===== src/rtl/fifo_wr_arbiter.sv =====
// Round-robin arbiter sharing the async FIFO write port among NREQ requesters.
// Grants whole packets, split after MAX_BURST beats when MAX_BURST is nonzero.
module fifo_wr_arbiter #(
  parameter int NREQ      = 4,
  parameter int DATA_W    = 8,
  parameter int MAX_BURST = 16,
  parameter int SRC_W     = $clog2(NREQ)
) (
  input  logic                   wr_clk,
  input  logic                   rst,
  input  logic [NREQ-1:0]        req_valid,
  input  logic [NREQ*DATA_W-1:0] req_data,
  input  logic [NREQ-1:0]        req_last,
  output logic [NREQ-1:0]        req_ready,
  input  logic                   full,
  output logic                   wr_en,
  output logic [DATA_W-1:0]      wr_data,
  output logic [SRC_W-1:0]       wr_src,
  output logic [NREQ-1:0]        grant,
  output logic                   busy
);

  localparam int CNT_W     = (MAX_BURST <= 2) ? 1 : $clog2(MAX_BURST);
  localparam int BURST_LIM = (MAX_BURST == 0) ? 0 : MAX_BURST - 1;

  typedef enum logic {S_IDLE, S_XFER} state_t;

  state_t             r_state;
  logic [NREQ-1:0]    r_grant;
  logic [SRC_W-1:0]   r_src;
  logic [SRC_W-1:0]   r_rr_ptr;
  logic [CNT_W-1:0]   r_beat_cnt;

  logic               w_pick_found;
  logic [SRC_W-1:0]   w_pick_idx;
  logic               w_own_valid;
  logic               w_own_last;
  logic [DATA_W-1:0]  w_own_data;
  logic               w_rdy;
  logic               w_accept;
  logic               w_burst_end;
  logic               w_release;
  logic [SRC_W-1:0]   w_next_ptr;

  // First valid requester at or above rr_ptr, wrapping modulo NREQ.
  always_comb begin
    int k;
    k            = 0;
    w_pick_found = 1'b0;
    w_pick_idx   = '0;
    for (int i = 0; i < NREQ; i++) begin
      k = int'(r_rr_ptr) + i;
      if (k >= NREQ) k = k - NREQ;
      if (!w_pick_found && req_valid[k]) begin
        w_pick_found = 1'b1;
        w_pick_idx   = SRC_W'(k);
      end
    end
  end

  always_comb begin
    w_own_valid = 1'b0;
    w_own_last  = 1'b0;
    w_own_data  = '0;
    for (int i = 0; i < NREQ; i++) begin
      if (r_src == SRC_W'(i)) begin
        w_own_valid = req_valid[i];
        w_own_last  = req_last[i];
        w_own_data  = req_data[i*DATA_W +: DATA_W];
      end
    end
  end

  assign w_rdy       = (r_state == S_XFER) & ~full & ~rst;
  assign w_accept    = w_rdy & w_own_valid;
  assign w_burst_end = (MAX_BURST != 0) && (r_beat_cnt == CNT_W'(BURST_LIM));
  assign w_release   = w_accept & (w_own_last | w_burst_end);
  assign w_next_ptr  = (r_src == SRC_W'(NREQ - 1)) ? '0 : r_src + 1'b1;

  assign req_ready = w_rdy ? r_grant : '0;
  assign wr_en     = w_accept;
  assign wr_data   = w_own_data;
  assign wr_src    = r_src;
  assign grant     = r_grant;
  assign busy      = (r_state == S_XFER);

  always_ff @(posedge wr_clk) begin
    if (rst) begin
      r_state    <= S_IDLE;
      r_grant    <= '0;
      r_src      <= '0;
      r_rr_ptr   <= '0;
      r_beat_cnt <= '0;
    end else begin
      case (r_state)
        S_IDLE: begin
          if (w_pick_found) begin
            r_state    <= S_XFER;
            r_grant    <= NREQ'(1) << w_pick_idx;
            r_src      <= w_pick_idx;
            r_beat_cnt <= '0;
          end
        end
        S_XFER: begin
          if (w_release) begin
            r_state    <= S_IDLE;
            r_grant    <= '0;
            r_beat_cnt <= '0;
            r_rr_ptr   <= w_next_ptr;
          end else if (w_accept) begin
            r_beat_cnt <= r_beat_cnt + 1'b1;
          end
        end
        default: r_state <= S_IDLE;
      endcase
    end
  end

endmodule


===== config.mk =====
export PLATFORM = sky130hd
export DESIGN_NAME = fifo_wr_arbiter
export DESIGN_NICKNAME = d
export VERILOG_FILES = /design/src/rtl/fifo_wr_arbiter.sv
export SDC_FILE = /design/constraint.sdc
export NUM_CORES = 1
export LEC_CHECK = 0
export CORE_AREA = 2 2 54 56
export DETAILED_ROUTE_END_ITERATION = 10
export DIE_AREA = 0 0 56 58
export PLACE_DENSITY_LB_ADDON = 0.05
export SETUP_SLACK_MARGIN = 0.3
export SYNTH_ARGS = -nofsm -noshare
export SYNTH_HDL_FRONTEND = slang
export SYNTH_SLANG_ARGS = --single-unit

===== constraint.sdc =====
create_clock -name wr_clk -period 3.28 [get_ports wr_clk]
set_clock_uncertainty 0.1 [all_clocks]
set_input_delay 0.328 -clock wr_clk [delete_from_list [all_inputs] [get_ports wr_clk]]
set_output_delay 0.328 -clock wr_clk [all_outputs]
set_load 0.02 [all_outputs]

==> qor.yml <==
status:
  run_status: "completed"
power:
  power.leakage_nw: 0.642
  ir_drop_uv: 278
  p_per_area_nw_per_um2: 284
  power_w: 0.000491
grt:
  grt_pass1_wl_mm: 5.51
  grt-ovfl-total: 0
  grt_usage_pct: 21.5
  antenna_found_initial: 0
  grt_pass1_vias: 1185
  grt_max_degree: 23
logic_synthesis:
  ys_warn_count: 0
  ys_ff_latch: 13
  synthesis.area_sq_um: 1030
  netlist-cell-type-count: 35
  synth_area_per_cell_sq_um: 7.53
  synth_fp_nets: 185
  syn_inst: 137
  ys_seq_area_share_pct: 25.2
routing:
  wl_per_cell_um: 14.9
  antenna_left: 0
  drtIter0Drc: 26
  via_per_inst: 5.42
  drc: 0
  num_vias: 1241
  dr.pass1.iters: 4
  routed_wl_mm: 3.41
placed_design:
  place_area_sq_um: 1670
  gp_congestion: 0.853
  dp_slack_ps: 536
  hpwl_mm: 2.65
  io_buffers: 62
hold_path:
  hold_end: "grant[2]"
  hold_depth: 2
  holdCritStartpoint: "grant[2]"
  hold_class: "flop to flop"
floorplanning:
  die_x_um: 56
  die-area_sq_um: 3250
  io_pins: 63
  core_sq_um: 2660
  row_count: 19
  initial_core_util_pct: 38.8
  die_y_um: 58
clock_network:
  ctsHtreeMaxLevel: 1
  cts_num_sinks: 13
  cts-root-buf: "clkbuf_4"
  holdBufCountCts: 0
  cts_resized: 1
  postCtsSetupBuffers: 0
  clock_path_buffers: 2
  clkSlewWorstSetupHoldPaths_ps: 80
  numCtsBuffers: 3
  insertion_delay_ps: 270
  cts_tree: "built"
finish:
  layout-drive-gt1-share_pct: 8.08
  fillers: 255
  area_growth_pct: 67.2
  finalInstanceArea_sq_um: 1730
  fin_util_pct: 64.8
  layout.nets: 247
  diodes: 0
critical_path:
  cp.arrival_ps: 2340
  r2r_start: "wr_src[1]"
  startpoint_type: "flop"
  setup.worst_path.class: "flop to output pin"
  end_kind: "output pin"
  rr_endpoint: "r_rr_ptr[0]"
  ff2ff_setup_slack_ps: 920
  ff2ff_path_depth: 8
  required_ps: 2850
  crit_fanout: 8
timing:
  final_max_slew_viol_count: 0
  finalSetupTns_ps: 0
  max_clock_freq_mhz: 362
  setup_viol: 0
  tightest_slew_ps: 594
  rsz0062_at_grt: "no"
  slew_headroom_pct: 60.4
  setup_ws_ps: 514
  final-hold-violation-count: 0
  fin_crit_ps: 2770
  post-route-period-util_pct: 84.3
flow_run:
  drv_cap: 0
per-layer routing:
metal	vias to the layer above	wire length [um]	track usage, %
met2	44	1630	37.5
met3	4	249	6.92
met5	-	0	0
met1	563	1500	26.2
li1	630	-	-
met4	0	31	4.76
cells in the final DEF, fill, tap and decap left out, drive strengths merged:
master         count
nor3b              1
and2               5
o211ai             1
a221oi             2
nor2b              1
a21oi             15
dfxtp             13
nor2               5
a31oi              2
nand2             17
o311a              1
clkbuf             3
o22ai              1
a31o               1
o31ai              1
mux2               1
a221o              8
a32o               1
buf                2
clkdlybuf4s50     61
nand3              8
a211oi             1
ha                 5
clkinv             1
nand3b             5
inv                9
or3                2
mux2i              1
o21ai             18
nand4              1
a32oi              1
nand2b             3
dlymetal6s2s       1
state kept, by name, summed over array words and instances (netlist names):
| signal | flops |
|---|---|
| busy | 1 |
| wr_src | 2 |
| grant | 4 |
| r_rr_ptr | 2 |
| r_beat_cnt | 4 |
area by class of cell:
type,instances,area [sq um],share of cell area [%]
Sequential cell,13,260,15.1
Clock buffer,3,22.5,1.31
Multi-Input combinational cell,108,727,42.1
Tap cell,31,38.8,2.25
Inverter,9,33.8,1.96
Timing Repair Buffer,64,638,37.0
Clock inverter,1,5.00,0.290
per-stage QoR:
| stage | hold slack [ps] | cells |
|---|---|---|
| global placement | 373 | 225 |
| detailed placement | 373 | 225 |
| floorplan | 297 | 137 |
| CTS | 385 | 229 |
| global route | 415 | 229 |
| finish | 382 | 229 |
cell usage after synthesis, drive strengths merged:
cell | instances | area (sq um)
o31ai | 1 | 7.51
a31o | 1 | 8.76
a221o | 8 | 80.1
o311a | 1 | 11.3
a31oi | 2 | 12.5
nor3b | 1 | 18.8
a211oi | 1 | 7.51
mux2 | 1 | 11.3
a221oi | 2 | 23.8
mux2i | 1 | 10.0
o21ai | 18 | 93.8
a21oi | 15 | 75.1
nand4 | 1 | 6.26
clkbuf | 4 | 16.3
nand3 | 8 | 40.0
ha | 5 | 62.6
and2 | 5 | 31.3
a32oi | 1 | 8.76
dfxtp | 13 | 260
nor2b | 1 | 6.26
o211ai | 1 | 21.3
nand2b | 3 | 18.8
nor2 | 5 | 18.8
nand3b | 5 | 37.5
nand2 | 17 | 63.8
inv | 9 | 33.8
o22ai | 1 | 6.26
buf | 3 | 17.5
or3 | 2 | 12.5
a32o | 1 | 10.0
how the worst max path moves through the flow:
| stage | from | to | slack [ps] | depth (start not counted) |
|---|---|---|---|---|
| after floorplan | wr_src[1] | wr_data[0] | 850 | 8 |
| after global placement | wr_src[0] | wr_en | 650 | 6 |
| after detailed placement | wr_src[0] | wr_en | 540 | 6 |
| after CTS | wr_src[1] | wr_data[0] | 300 | 7 |
| after global routing | wr_src[0] | wr_data[0] | 330 | 7 |
| final | wr_src[1] | wr_data[0] | 510 | 7 |
critical path: stages (launching register included):
cell and delay, ps:
dfxtp_1 440, inv_1 90, ha_1 230, nor2b_4 210
a221o_1 170, o21ai_0 80, o21ai_0 190, clkdlybuf4s50_1 650
where the power goes:
group | internal (W) | total, W | switching (W)
Combinational | 0.000120 | 0.000222 | 0.000102
Clock | 0.0000452 | 0.0000987 | 0.0000535
Sequential | 0.000164 | 0.000170 | 0.00000619
Total | 0.000329 | 0.000491 | 0.000162
kinds of logic (layout without fill, tap and decap cells):
| kind of cell | count (synthesis) | in the layout | share of synthesized area (%) |
|---|---|---|---|
| AOI/OAI and AO/OA | 53 | 53 | 35.5 |
| buffers and inverters | 16 | 77 | 6.54 |
| adders and majority gates | 5 | 5 | 6.06 |
| DFF | 13 | 13 | 25.2 |
| muxes | 2 | 2 | 2.06 |
| and+or+nand+nor | 48 | 48 | 24.6 |
No activity file was read; power rests on OpenSTA's default activity.
